**config.mk**
```make
export PLATFORM = sky130hd
export DESIGN_NAME = gy25_cmd_tx_flat
export DESIGN_NICKNAME = d
export VERILOG_FILES = /design/src/rtl/gy25_pkg.sv /design/src/rtl/gy25_cmd_tx_if.sv /design/src/rtl/uart_byte_tx.sv /design/src/rtl/gy25_cmd_tx.sv /design/src/flat_wrapper.sv
export SDC_FILE = /design/constraint.sdc
export NUM_CORES = 1
export LEC_CHECK = 0
export BUFFER_PORTS_ARGS = -buffer_cell sky130_fd_sc_hd__clkbuf_2
export CAP_MARGIN = 10
export CORE_ASPECT_RATIO = 1.2
export CORE_MARGIN = 5
export CORE_UTILIZATION = 60
export CTS_CLUSTER_SIZE = 30
export DETAILED_ROUTE_END_ITERATION = 10
export PLACE_DENSITY_LB_ADDON = 0.12
export REMOVE_ABC_BUFFERS = 1
export SLEW_MARGIN = 20
export SYNTH_ARGS = -nofsm -noshare
export SYNTH_HDL_FRONTEND = slang
export SYNTH_SLANG_ARGS = --single-unit
```
**constraint.sdc**
```tcl
create_clock -name clk -period 2.35 [get_ports clk]
set_input_delay 0.1175 -clock clk [delete_from_list [all_inputs] [get_ports clk]]
set_output_delay 0.1175 -clock clk [all_outputs]
set_load 0.02 [all_outputs]
```
**src/rtl/gy25_pkg.sv**
```systemverilog
// Shared GY-25 constants, command encoding and baud helper (TX and RX paths).
package gy25_pkg;

  localparam logic [7:0] GY25_HDR      = 8'hA5;
  localparam logic [7:0] CMD_QUERY     = 8'h51;
  localparam logic [7:0] CMD_AUTO      = 8'h52;
  localparam logic [7:0] CMD_CAL_TILT  = 8'h54;
  localparam logic [7:0] CMD_ZERO_HEAD = 8'h55;

  typedef enum logic [1:0] {
    CODE_QUERY     = 2'b00,
    CODE_AUTO      = 2'b01,
    CODE_CAL_TILT  = 2'b10,
    CODE_ZERO_HEAD = 2'b11
  } cmd_code_e;

  // Clocks per serial bit, rounded to nearest.
  function automatic int unsigned bit_cycles(input int unsigned clk_freq,
                                             input int unsigned baud);
    return (clk_freq + baud / 2) / baud;
  endfunction

  // Map a 2-bit request code onto the GY-25 command byte.
  function automatic logic [7:0] cmd_byte(input cmd_code_e code);
    logic [7:0] b;
    case (code)
      CODE_QUERY:     b = CMD_QUERY;
      CODE_AUTO:      b = CMD_AUTO;
      CODE_CAL_TILT:  b = CMD_CAL_TILT;
      CODE_ZERO_HEAD: b = CMD_ZERO_HEAD;
      default:        b = CMD_QUERY;
    endcase
    return b;
  endfunction

endpackage

```
**src/rtl/gy25_cmd_tx_if.sv**
```systemverilog
// Command request / serial line bundle between the host logic and gy25_cmd_tx.
interface gy25_cmd_tx_if;
  logic       cmd_valid;
  logic [1:0] cmd_code;
  logic       cmd_ready;
  logic       tx;
  logic       busy;
  logic       done;

  modport master (output cmd_valid, cmd_code,
                  input  cmd_ready, tx, busy, done);
  modport slave  (input  cmd_valid, cmd_code,
                  output cmd_ready, tx, busy, done);
endinterface

```
**src/rtl/uart_byte_tx.sv**
```systemverilog
// 8N1 byte serialiser; a start in the final stop-bit cycle chains the next byte gap-free.
module uart_byte_tx #(
  parameter int unsigned BIT_CYCLES = 434
) (
  input  logic       clk,
  input  logic       rst_n,
  input  logic       i_start,
  input  logic [7:0] i_data,
  output logic       o_tx,
  output logic       o_done_c
);

  localparam int unsigned CW = (BIT_CYCLES > 1) ? $clog2(BIT_CYCLES) : 1;

  localparam logic [1:0] S_IDLE  = 2'd0;
  localparam logic [1:0] S_START = 2'd1;
  localparam logic [1:0] S_DATA  = 2'd2;
  localparam logic [1:0] S_STOP  = 2'd3;

  logic [1:0]    r_state, w_state_nxt;
  logic [CW-1:0] r_baud,  w_baud_nxt;
  logic [2:0]    r_bit,   w_bit_nxt;
  logic [7:0]    r_shift, w_shift_nxt;
  logic          r_tx,    w_tx_nxt;
  logic          w_bit_end;

  assign w_bit_end = (r_baud == CW'(BIT_CYCLES - 1));
  assign o_done_c  = (r_state == S_STOP) && w_bit_end;
  assign o_tx      = r_tx;

  // State register; reset forces the line idle at once.
  always_ff @(posedge clk) begin
    if (rst_n) begin
      r_state <= S_IDLE;
      r_baud  <= '0;
      r_bit   <= '0;
      r_shift <= '0;
      r_tx    <= 1'b1;
    end else begin
      r_state <= w_state_nxt;
      r_baud  <= w_baud_nxt;
      r_bit   <= w_bit_nxt;
      r_shift <= w_shift_nxt;
      r_tx    <= w_tx_nxt;
    end
  end

  // Bit timing and next-state / next-line-level logic.
  always_comb begin
    w_state_nxt = r_state;
    w_baud_nxt  = r_baud;
    w_bit_nxt   = r_bit;
    w_shift_nxt = r_shift;
    w_tx_nxt    = r_tx;
    case (r_state)
      S_IDLE: begin
        if (i_start) begin
          w_state_nxt = S_START;
          w_baud_nxt  = '0;
          w_bit_nxt   = '0;
          w_shift_nxt = i_data;
          w_tx_nxt    = 1'b0;
        end
      end
      S_START: begin
        if (w_bit_end) begin
          w_state_nxt = S_DATA;
          w_baud_nxt  = '0;
          w_tx_nxt    = r_shift[0];
        end else begin
          w_baud_nxt = r_baud + CW'(1);
        end
      end
      S_DATA: begin
        if (w_bit_end) begin
          w_baud_nxt = '0;
          if (r_bit == 3'd7) begin
            w_state_nxt = S_STOP;
            w_bit_nxt   = '0;
            w_tx_nxt    = 1'b1;
          end else begin
            w_bit_nxt   = r_bit + 3'd1;
            w_shift_nxt = {1'b0, r_shift[7:1]};
            w_tx_nxt    = r_shift[1];
          end
        end else begin
          w_baud_nxt = r_baud + CW'(1);
        end
      end
      S_STOP: begin
        if (w_bit_end) begin
          w_baud_nxt = '0;
          if (i_start) begin
            w_state_nxt = S_START;
            w_bit_nxt   = '0;
            w_shift_nxt = i_data;
            w_tx_nxt    = 1'b0;
          end else begin
            w_state_nxt = S_IDLE;
            w_tx_nxt    = 1'b1;
          end
        end else begin
          w_baud_nxt = r_baud + CW'(1);
        end
      end
      default: begin
        w_state_nxt = S_IDLE;
        w_tx_nxt    = 1'b1;
      end
    endcase
  end

endmodule

```
**src/rtl/gy25_cmd_tx.sv**
```systemverilog
// GY-25 command transmitter: maps the request code and sequences header + command bytes.
module gy25_cmd_tx
  import gy25_pkg::*;
#(
  parameter int unsigned CLK_FREQ = 50_000_000,
  parameter int unsigned BAUD     = 115200
) (
  input  logic          clk,
  input  logic          rst_n,
  gy25_cmd_tx_if.slave  bus
);

  localparam int unsigned BIT_CYCLES = bit_cycles(CLK_FREQ, BAUD);

  localparam logic [0:0] T_IDLE = 1'b0;
  localparam logic [0:0] T_SEND = 1'b1;

  logic [0:0] r_state, w_state_nxt;
  logic       r_idx,   w_idx_nxt;
  logic [7:0] r_cmd,   w_cmd_nxt;
  logic       r_busy,  w_busy_nxt;
  logic       r_ready, w_ready_nxt;
  logic       r_done,  w_done_nxt;
  logic       w_accept;
  logic       w_start;
  logic       w_byte_done;
  logic [7:0] w_data;
  logic       w_tx;

  assign w_accept = bus.cmd_valid && r_ready;
  // Header goes out on launch from idle; the relaunch always carries the command.
  assign w_data   = (r_state == T_IDLE) ? GY25_HDR : r_cmd;

  assign bus.tx        = w_tx;
  assign bus.busy      = r_busy;
  assign bus.cmd_ready = r_ready;
  assign bus.done      = r_done;

  uart_byte_tx #(.BIT_CYCLES(BIT_CYCLES)) u_byte_tx (
    .clk      (clk),
    .rst_n    (rst_n),
    .i_start  (w_start),
    .i_data   (w_data),
    .o_tx     (w_tx),
    .o_done_c (w_byte_done)
  );

  // Sequencer state and registered status outputs.
  always_ff @(posedge clk) begin
    if (rst_n) begin
      r_state <= T_IDLE;
      r_idx   <= 1'b0;
      r_cmd   <= '0;
      r_busy  <= 1'b0;
      r_ready <= 1'b1;
      r_done  <= 1'b0;
    end else begin
      r_state <= w_state_nxt;
      r_idx   <= w_idx_nxt;
      r_cmd   <= w_cmd_nxt;
      r_busy  <= w_busy_nxt;
      r_ready <= w_ready_nxt;
      r_done  <= w_done_nxt;
    end
  end

  // Two-byte frame sequencing: accept, relaunch after header, finish after command.
  always_comb begin
    w_state_nxt = r_state;
    w_idx_nxt   = r_idx;
    w_cmd_nxt   = r_cmd;
    w_busy_nxt  = r_busy;
    w_ready_nxt = r_ready;
    w_done_nxt  = 1'b0;
    w_start     = 1'b0;
    case (r_state)
      T_IDLE: begin
        if (w_accept) begin
          w_state_nxt = T_SEND;
          w_idx_nxt   = 1'b0;
          w_cmd_nxt   = cmd_byte(cmd_code_e'(bus.cmd_code));
          w_busy_nxt  = 1'b1;
          w_ready_nxt = 1'b0;
          w_start     = 1'b1;
        end
      end
      T_SEND: begin
        if (w_byte_done) begin
          if (r_idx == 1'b0) begin
            w_idx_nxt = 1'b1;
            w_start   = 1'b1;
          end else begin
            w_state_nxt = T_IDLE;
            w_idx_nxt   = 1'b0;
            w_busy_nxt  = 1'b0;
            w_ready_nxt = 1'b1;
            w_done_nxt  = 1'b1;
          end
        end
      end
      default: begin
        w_state_nxt = T_IDLE;
      end
    endcase
  end

endmodule
```
**src/flat_wrapper.sv**
```systemverilog
// flat-port wrapper written by rule: the top's interface ports become plain ports
module gy25_cmd_tx_flat import gy25_pkg::*;
#(
  parameter int unsigned CLK_FREQ = 50_000_000,
  parameter int unsigned BAUD     = 115200
)
  (clk, rst_n, bus_cmd_valid, bus_cmd_code, bus_cmd_ready, bus_tx, bus_busy, bus_done);
  gy25_cmd_tx_if bus_i ();
  input  logic clk;
  input  logic rst_n;
  input wire logic [$bits(bus_i.cmd_valid)-1:0] bus_cmd_valid;
  input wire logic [$bits(bus_i.cmd_code)-1:0] bus_cmd_code;
  output wire logic [$bits(bus_i.cmd_ready)-1:0] bus_cmd_ready;
  output wire logic [$bits(bus_i.tx)-1:0] bus_tx;
  output wire logic [$bits(bus_i.busy)-1:0] bus_busy;
  output wire logic [$bits(bus_i.done)-1:0] bus_done;
  assign bus_i.cmd_valid = bus_cmd_valid;
  assign bus_i.cmd_code = bus_cmd_code;
  assign bus_cmd_ready = bus_i.cmd_ready;
  assign bus_tx = bus_i.tx;
  assign bus_busy = bus_i.busy;
  assign bus_done = bus_i.done;
  gy25_cmd_tx #(.CLK_FREQ(CLK_FREQ), .BAUD(BAUD)) u_core (.clk(clk), .rst_n(rst_n), .bus(bus_i));
endmodule
```
==> impl_metrics.toml, run 1 <==
[status]
status = "complete, no violations"

[synthesis]
async_flop_share_pct = 0
yosysTopAreaCell = "dfxtp_1"
synth_edf_count = 0
avgSynthCellArea_sq_um = 8.862
synth-main-ff-cell = "dfxtp_1"
synthMostInstantiatedCell = "dfxtp_1"
synth-seq-cells = 32
yosysTopAreaCellShare_pct = 35.09
netlist_top_cells_count = "dfxtp_1, nand2_1, a21oi_1"
yosys-top-cells-area = "dfxtp_1, ha_1, nand2_1, a21oi_1, a311oi_1"
synth-seq-area-share_pct = 35.09
syn_area_sq_um = 1826
synth_cells = 206
ys_types = 54
ys_warn_count = 0

[final_layout]
drive_above_1_share_pct = 13.33
antennaDiodeCount = 0
syn_to_final_growth_pct = 4.318
fillers = 252
nets = 226

[flow_run]
drv_cap = 0

[setup_path]
cp_slowest_cell = "o311ai_2"
slowest_delay_ns = 0.44
cp_max_fo = 9
cp_num_buf_inv = 2
rrSetupSlack_ns = 0.30
path_depth = 6
worst-setup-path-type = "reg2reg"
cp-end-kind = "flip-flop"
path_cells = "inv_1, ha_1, inv_1, o311ai_2, a21oi_1, a311oi_1"
start_kind = "flip-flop"
crit_required_ns = 2.58
critPathArrivalTime_ns = 2.28
crit_path_frequent_cell = "inv_1"
reg2reg_from = "u_core.u_byte_tx.r_state[0]$_SDFFE_PP0P_"
r2r_cells = 6
r2r_end = "u_core.u_byte_tx.r_state[0]$_SDFFE_PP0P_"
path_delay_family = "compound AO/OA/AOI/OAI gates"

[power]
ir_drop_uv = 714.2
clockPowerShare_pct = 18.3
power.total_mw = 1.763
power.density_nw_per_um2 = 925.8
combPwrFrac_pct = 43.8
p_int_mw = 1.051
p_leak_nw = 0.7191
switching_share_pct = 40.41
pwr-share-seq_pct = 37.9
switchingPower_uw = 712.4

[global_route]
overflow = 0
grt_use_total_pct = 20.67
grt_pass1_vias = 1520
grt_pass1_wl_microns = 6906
top_usage_layer = "met2"
antenna_found_initial = 0
grt_use_met1_pct = 24.30
grt_max_degree = 28
use_met2_pct = 35.58
use_met3_pct = 4.991

[route]
via_count = 1570
drc = 0
dr.pass1.iters = 5
wl_microns = 3938
ant_nets = 0
avgRoutedWirePerCell_microns = 16.01
vias_per_cell = 6.382
drt_iter0_markers = 69

[clocking]
cts.clk_slew.worst_paths_ns = 0.09
tritoncts = "built"
clock_sinks = 32
hold_buffers = 0
clk_latency_ns = 0.32
clockRootBuffer = "clkbuf_4"
cts_setup_buffers = 0
numCtsBuffers = 5
cts-resized-gates = 0
h-tree-depth = 2
clk_path_buf_depth = 2

[worst_hold_path]
worstHoldPathType = "in2reg"
whs_endpoint = "u_core.bus.cmd_ready$_SDFFE_PP1P_"
min_from = "bus_cmd_valid"
min_path_cells = 3

[sta]
max_freq_ghz = 0.4880
post-route-period-util_pct = 87.20
finClkSkew_ns = 0.006341
setup_violations = 0
slew_viol_final = 0
relSlewSlack_pct = 68.59
fin_tns_setup_ns = 0
finalHoldViolCount = 0
rsz0062_at_grt = "false"
worst_pin_slew_ns = 0.4700
period_needed_ns = 2.049

[floorplanning]
fp-row-count = 22
die_y_microns = 70.42
core_sq_um = 3000
die_area_sq_um = 4250
initial_core_util_pct = 60.84
die_x_microns = 60.35
ios = 9

[place]
place_congestion = 0.8579
dpl.hpwl_microns = 2828
port_buffers = 8
power groups by stage:
stage | clock [mW] | combinational (mW) | sequential, mW
after CTS | 0.331 | 0.760 | 0.666
final | 0.322 | 0.772 | 0.669
after detailed placement | 0 | 0.752 | 0.678
after floorplan | 0 | 0.560 | 0.676
after global routing | 0.363 | 0.850 | 0.677
after global placement | 0 | 0.729 | 0.673
routing by layer:
layer | wire length [microns] | vias up | part of all wire (%)
li1 | - | 781 | -
met2 | 2088 | 37 | 53
met4 | 68 | 0 | 1.7
met1 | 1640 | 745 | 42
met5 | 0 | - | 0
met3 | 140 | 7 | 3.6
per-stage QoR:
step | cells | worst slack (ns) | hold WS (ns) | area [sq um] | utilization (%)
floorplan | 192 | 0.4926 | 0.1866 | 1743 | -
global placement | 238 | 0.3736 | 0.4575 | 1843 | 61.43
detailed placement | 238 | 0.2326 | 0.4588 | 1843 | 61.43
CTS | 246 | 0.2143 | 0.1776 | 1902 | 63.39
global route | 246 | 0.1354 | 0.2218 | 1904 | 63.47
finish | 246 | 0.3007 | 0.1772 | 1904 | 63.47
tightest hold or removal path: stages:
cell and delay (ns):
clkbuf_2 0.12, nor2b_1 0.12, o21ai_0 0.09
flip-flops by register name, indices dropped and copies added (netlist names), 2 cells and up:
signal,count
u_core.u_byte_tx.r_bit,3
u_core.u_byte_tx.r_shift,8
u_core.r_cmd,4
u_core.u_byte_tx.r_baud,9
u_core.u_byte_tx.r_state,2
cells by family after synthesis:
kind of cell	share of synthesized area, %
AOI/OAI and AO/OA	28.24
adders and majority gates	8.225
buffers and inverters	6.374
DFF	35.09
muxes	0.5483
and+or+nand+nor	21.52
cell type report:
class	count	area, sq um	share of cell area [%]
multi-input combinational	151	1071	56.24
sequential	32	640.6	33.64
clock buffer	8	58.81	3.088
timing repair buffer	10	55.05	2.891
tap	36	45.04	2.365
inverter	9	33.78	1.774
worst max-delay path by stage:
| stage | to | from | slack [ns] |
|---|---|---|---|
| after floorplan | u_core.u_byte_tx.r_shift[1]$_SDFFE_PP0P_ | u_core.u_byte_tx.r_state[0]$_SDFFE_PP0P_ | 0.49 |
| after global placement | u_core.u_byte_tx.r_shift[4]$_SDFFE_PP0P_ | u_core.u_byte_tx.r_state[0]$_SDFFE_PP0P_ | 0.37 |
| after detailed placement | u_core.u_byte_tx.r_shift[4]$_SDFFE_PP0P_ | u_core.u_byte_tx.r_state[0]$_SDFFE_PP0P_ | 0.23 |
| after CTS | u_core.u_byte_tx.r_shift[4]$_SDFFE_PP0P_ | u_core.u_byte_tx.r_state[0]$_SDFFE_PP0P_ | 0.21 |
| after global routing | u_core.u_byte_tx.r_shift[1]$_SDFFE_PP0P_ | u_core.u_byte_tx.r_state[0]$_SDFFE_PP0P_ | 0.14 |
| final | u_core.u_byte_tx.r_state[0]$_SDFFE_PP0P_ | u_core.u_byte_tx.r_state[0]$_SDFFE_PP0P_ | 0.30 |
layout by cell type, fill, tap and decap left out, types with 3 or more instances in the layout:
master    synthesis  final
o21ai_0           8      8
a311oi_1          8      8
nor2b_1           5      5
or3_1             3      3
a31oi_1           6      6
nand3_1           5      5
nor3_1            4      4
dfxtp_1          32     32
clkbuf_4          0      5
o41ai_1           3      3
a41oi_1           3      3
o31ai_1           4      4
a21oi_1          14     14
nand2_1          21     21
ha_1             12     11
inv_1             9      9
o311ai_0          3      3
clkbuf_2          2      8
nor2_1           11     11
No activity file was read; power rests on OpenSTA's default activity.
==> run 2: changes to the inputs <==
ABC_AREA = 1   (was not set)
==> impl_metrics.toml, run 2 <==
[final_layout]
layout_common_cells = "nand2_1, dfxtp_1, inv_1, nor2_1, a21oi_1"
antennaDiodeCount = 0
fin_area_sq_um = 1834
syn_to_final_growth_pct = 6.232
fillers = 257
stdcell_count = 288
final_util_pct = 65.86
final_common_cell = "nand2_1"
nets = 270
top_regs = "u_core.u_byte_tx.r_baud x9, u_core.u_byte_tx.r_shift x8, u_core.r_cmd x4"
drive_above_1_share_pct = 10.24
largest_reg_flops = 9
top_register = "u_core.u_byte_tx.r_baud"

[global_route]
grt_pass1_vias = 1386
antenna_found_initial = 0
grt_max_degree = 22
overflow = 0
grt_pass1_wl_microns = 5878
grt_use_total_pct = 19.24

[route]
wl_microns = 3359
drc = 0
vias_per_cell = 5.302
avgRoutedWirePerCell_microns = 11.66
via_count = 1527
drt_iter0_markers = 45
ant_nets = 0
dr.pass1.iters = 4

[synthesis]
synth_cells = 244
yosys-top-cells-area = "dfxtp_1, nand2_1, ha_1, a21oi_1, inv_1"
ys_types = 25
syn_area_sq_um = 1727
yosysTopAreaCell = "dfxtp_1"
synth-seq-area-share_pct = 37.10
ys_warn_count = 0
synth-main-ff-cell = "dfxtp_1"
avgSynthCellArea_sq_um = 7.076
synthMostInstantiatedCell = "nand2_1"
synth_edf_count = 0
synth-seq-cells = 32
yosysTopAreaCellShare_pct = 37.10
netlist_top_cells_count = "nand2_1, dfxtp_1, inv_1"
async_flop_share_pct = 0

[status]
status = "complete, no violations"

[power]
switchingPower_uw = 633.2
switching_share_pct = 39.47
pwr-share-seq_pct = 43.3
p_leak_nw = 0.8225
ir_drop_uv = 603.9
clockPowerShare_pct = 21.2
p_int_uw = 971.2
combPwrFrac_pct = 35.5
power.density_nw_per_um2 = 874.6

[place]
port_buffers = 8
place_congestion = 0.7921
pre_cts_ws_ns = 0.4126
place_area_sq_um = 1775
dpl.hpwl_microns = 2431
dp_cells = 280

[floorplanning]
die_area_sq_um = 4055
fp-row-count = 21
die_x_microns = 58.97
core_sq_um = 2785
initial_core_util_pct = 61.99
die_y_microns = 68.77
ios = 9

[worst_hold_path]
worstHoldPathType = "in2reg"

[clocking]
clock_sinks = 32
cts.clk_slew.worst_paths_ns = 0.10
hold_buffers = 0
cts-resized-gates = 0
clockRootBuffer = "clkbuf_4"
cts_setup_buffers = 0
clk_latency_ns = 0.34
h-tree-depth = 2
tritoncts = "built"
numCtsBuffers = 5
clk_path_buf_depth = 2

[sta]
max_freq_ghz = 0.5105
finClkSkew_ns = 0.004762
worst_pin_slew_ns = 0.4815
post-route-period-util_pct = 83.36
setup_violations = 0
period_needed_ns = 1.959
relSlewSlack_pct = 67.81
rsz0062_at_grt = "false"
setup_ws_ns = 0.3910
slew_viol_final = 0
fin_tns_setup_ns = 0
finalHoldViolCount = 0

[setup_path]
worst-setup-path-type = "reg2reg"
cp-end-kind = "flip-flop"
critPathArrivalTime_ns = 2.23
cp_max_fo = 9
start_kind = "flip-flop"
crit_required_ns = 2.62

[flow_run]
drv_cap = 0
==> run 2: cell count changes after synthesis, sizes merged, moves of 6 or more <==
cell	delta
o21ai	+12
nand2	+37
nand3	+9
a311oi	-8
nand4	+8
nor2	+16
inv	+22
clkbuf	-7
a21oi	+11
a31oi	-6
==> run 2: kinds of logic (layout without fill, tap and decap cells) <==
logic type / after synthesis / count (layout) / share of synthesized area, %
adder cells (fa/ha/maj): 12 / 12 / 8.695
AO/OA/AOI/OAI: 46 / 46 / 14.28
buffers and inverters: 39 / 49 / 9.348
AND/OR/NAND/NOR: 115 / 115 / 30.58
flip-flops: 32 / 32 / 37.10
==> run 2: power groups by stage <==
stage	combinational (mW)	sequential, mW	clock [mW]
6_report	0.570	0.694	0.340
5_1_grt	0.665	0.704	0.374
4_1_cts	0.576	0.694	0.350
3_5_place_dp	0.570	0.706	0
3_3_place_gp	0.560	0.704	0
2_1_floorplan	0.428	0.706	0
==> run 2: path summary, 6_finish.rpt <==
| path | start | end | slack, ns | depth (start not counted) |
|---|---|---|---|---|
| max reg2reg | u_core.u_byte_tx.r_state[0]$_SDFFE_PP0P_ | u_core.u_byte_tx.r_state[0]$_SDFFE_PP0P_ | 0.39 | 11 |
| max | u_core.u_byte_tx.r_state[0]$_SDFFE_PP0P_ | u_core.u_byte_tx.r_state[0]$_SDFFE_PP0P_ | 0.39 | 11 |
| min | bus_cmd_code[1] | u_core.r_cmd[2]$_SDFFE_PP0P_ | 0.17 | 4 |
| min reg2reg | u_core.u_byte_tx.r_shift[0]$_SDFFE_PP0P_ | u_core.u_byte_tx.r_shift[0]$_SDFFE_PP0P_ | 0.47 | 2 |
==> run 2: per-layer routing <==
layer	global-route usage, %	vias to the layer above	wire length, microns	share of wire, %
met1	22.41	685	1517	45
met3	3.911	8	124	3.7
li1	-	815	-	-
met2	33.01	19	1653	49
met5	0	-	0	0
met4	10.20	0	63	1.9
==> run 2: layout make-up <==
class / count / area [sq um] / area share, %
clock buffer: 8 / 58.81 / 3.206
inverter: 32 / 120.1 / 6.548
multi-input combinational: 173 / 924.6 / 50.41
sequential: 32 / 640.6 / 34.92
tap: 34 / 42.54 / 2.319
timing repair buffer: 9 / 47.55 / 2.592
==> run 2: critical path, cell delays in order (launching register included) <==
cell and delay, ns:
dfxtp_1 0.40, inv_1 0.10, ha_1 0.33, inv_1 0.11, nand2_1 0.11, o21ai_0 0.32
nand2_1 0.09, inv_1 0.09, nand2_1 0.06, inv_1 0.08, nand2_1 0.05, a21oi_1 0.15
==> run 2: per-stage QoR <==
stage	hold slack, ns	power (mW)
final	0.1748	1.604
after detailed placement	0.4537	1.276
after CTS	0.1751	1.620
after global routing	0.1982	1.743
after global placement	0.4507	1.264
after floorplan	0.1866	1.134
==> run 3: changes to the inputs <==
CORE_UTILIZATION = 54   (was 60)
clock period = 1.6 ns   (was 2.35 ns; I/O delays follow)
==> impl_metrics.toml, run 3 (synthesis results as in run 2) <==
[clocking]
clk_path_buf_depth = 2
numCtsBuffers = 5
clock_sinks = 32
clk_latency_ns = 0.34
clockRootBuffer = "clkbuf_4"
tritoncts = "built"
h-tree-depth = 2
cts.clk_slew.worst_paths_ns = 0.10

[final_layout]
antennaDiodeCount = 0
nets = 285
layout_common_cells = "nand2_1, dfxtp_1, inv_1, a21oi_1, nor2_1"
top_regs = "u_core.u_byte_tx.r_baud x9, u_core.u_byte_tx.r_shift x8, u_core.r_cmd x4"
top_register = "u_core.u_byte_tx.r_baud"
fin_area_sq_um = 1983
final_util_pct = 64.33
largest_reg_flops = 9
fillers = 299
stdcell_count = 305
drive_above_1_share_pct = 20.07
final_common_cell = "nand2_1"
syn_to_final_growth_pct = 14.85

[setup_path]
path_cells = "inv_1, ha_1, nand2_1, nor2_2, nand4_2, buf_4, nand2_1, nand2_1, nand3_1, nand2_1, a21oi_1"
crit_required_ns = 1.87
rrSetupSlack_ns = 0.10
critPathArrivalTime_ns = 1.77
crit_path_frequent_cell = "nand2_1"
start_kind = "flip-flop"
cp_max_fo = 3
cp-end-kind = "flip-flop"
slowest_delay_ns = 0.32
worst-setup-path-type = "reg2reg"
cp_slowest_cell = "dfxtp_1"

[sta]
period_needed_ns = 1.497
max_freq_ghz = 0.6678
rsz0062_at_grt = "true"
relSlewSlack_pct = 73.86
fin_tns_setup_ns = 0
finClkSkew_ns = 0.01487
worst_pin_slew_ns = 0.3917
post-route-period-util_pct = 93.59
finalHoldViolCount = 0
slew_viol_final = 0
setup_violations = 0
setup_ws_ns = 0.1026
worst_hold_slack_ns = 0.1431

[floorplanning]
initial_core_util_pct = 56.01
core_sq_um = 3083
die_x_microns = 61.62
die_y_microns = 71.95
ios = 9
die_area_sq_um = 4433
fp-row-count = 22

[global_route]
antenna_found_initial = 0
grt_pass1_vias = 1451
grt_max_degree = 21
grt_use_total_pct = 17.94
overflow = 0
grt_pass1_wl_microns = 6085

[route]
ant_nets = 0
wl_microns = 3646
drc = 0
via_count = 1595
avgRoutedWirePerCell_microns = 11.95
drt_iter0_markers = 74
vias_per_cell = 5.230
dr.pass1.iters = 4

[flow_run]
drv_cap = 0

[power]
p_leak_nw = 0.8966
switchingPower_mw = 1.006
clockPowerShare_pct = 19.6
switching_share_pct = 39.53
ir_drop_uv = 826.6
power.density_nw_per_um2 = 1284
pwr-share-seq_pct = 39.2
power.total_mw = 2.546
combPwrFrac_pct = 41.2
p_int_mw = 1.539

[place]
place_area_sq_um = 1891
pre_cts_ws_ns = -0.02258
dp_cells = 297
dpl.hpwl_microns = 2739
port_buffers = 8
place_congestion = 0.8678

[status]
status = "complete, no violations"

[worst_hold_path]
worstHoldPathType = "in2reg"
## run 3: cell count changes in the layout (fill, tap and decap cells not counted), sizes merged
cell,previous run,this run
clkinvlp,0,1
buf,1,16
clkbuf,16,15
## run 3: cell type report
type | count | area (sq um) | share of cell area, %
repair buffers | 24 | 160.2 | 8.076
inverters | 32 | 120.1 | 6.057
multi-input cells | 173 | 953.4 | 48.08
clock buffers | 7 | 55.05 | 2.776
flip-flops and latches | 32 | 641.9 | 32.37
clock inverters | 1 | 7.507 | 0.3785
well taps | 36 | 45.04 | 2.271
## run 3: worst max-delay path, delay by kind of cell, from the launching register on
kind            cells  cell delay [ns]
compound gates      1             0.11
fa+ha+maj           1             0.13
buf+inv             2             0.24
flops               1             0.32
simple gates        7             0.64
## run 3: path summary, 6_finish.rpt
| kind | startpoint | depth (start not counted) | endpoint |
|---|---|---|---|
| setup / recovery | u_core.u_byte_tx.r_baud[1]$_SDFFE_PP0P_ | 11 | u_core.u_byte_tx.r_state[0]$_SDFFE_PP0P_ |
| setup reg to reg | u_core.u_byte_tx.r_baud[1]$_SDFFE_PP0P_ | 11 | u_core.u_byte_tx.r_state[0]$_SDFFE_PP0P_ |
| hold / removal | bus_cmd_code[1] | 4 | u_core.r_cmd[0]$_SDFFE_PP0P_ |
| hold reg to reg | u_core.u_byte_tx.r_bit[1]$_SDFFE_PP0P_ | 2 | u_core.u_byte_tx.r_bit[1]$_SDFFE_PP0P_ |
## run 3: what timing repair did
item                                    4_1_cts  5_1_grt
setup buffers                                 0        0
gates resized for setup                       1       14
hold buffers                                  0        0
pin swaps                                     0        2
endpoints found under the setup margin        2       17
## run 3: per-layer routing
metal / share of wire, % / GRT usage (%) / routed length [microns] / up-vias
met1: 43 / 20.11 / 1573 / 720
met3: 3.4 / 5.338 / 123 / 9
li1: - / - / - / 842
met5: 0 / 0 / 0 / -
met2: 52 / 31.32 / 1892 / 24
met4: 1.6 / 6.132 / 57 / 0
## run 3: power by group through the flow
stage / clock [mW] / sequential (mW) / combinational, mW
after floorplan: 0 / 1.04 / 0.629
after global placement: 0 / 1.01 / 0.973
after detailed placement: 0 / 1.02 / 0.990
after CTS: 0.513 / 0.999 / 0.996
after global routing: 0.562 / 1.02 / 1.19
final: 0.498 / 0.999 / 1.05
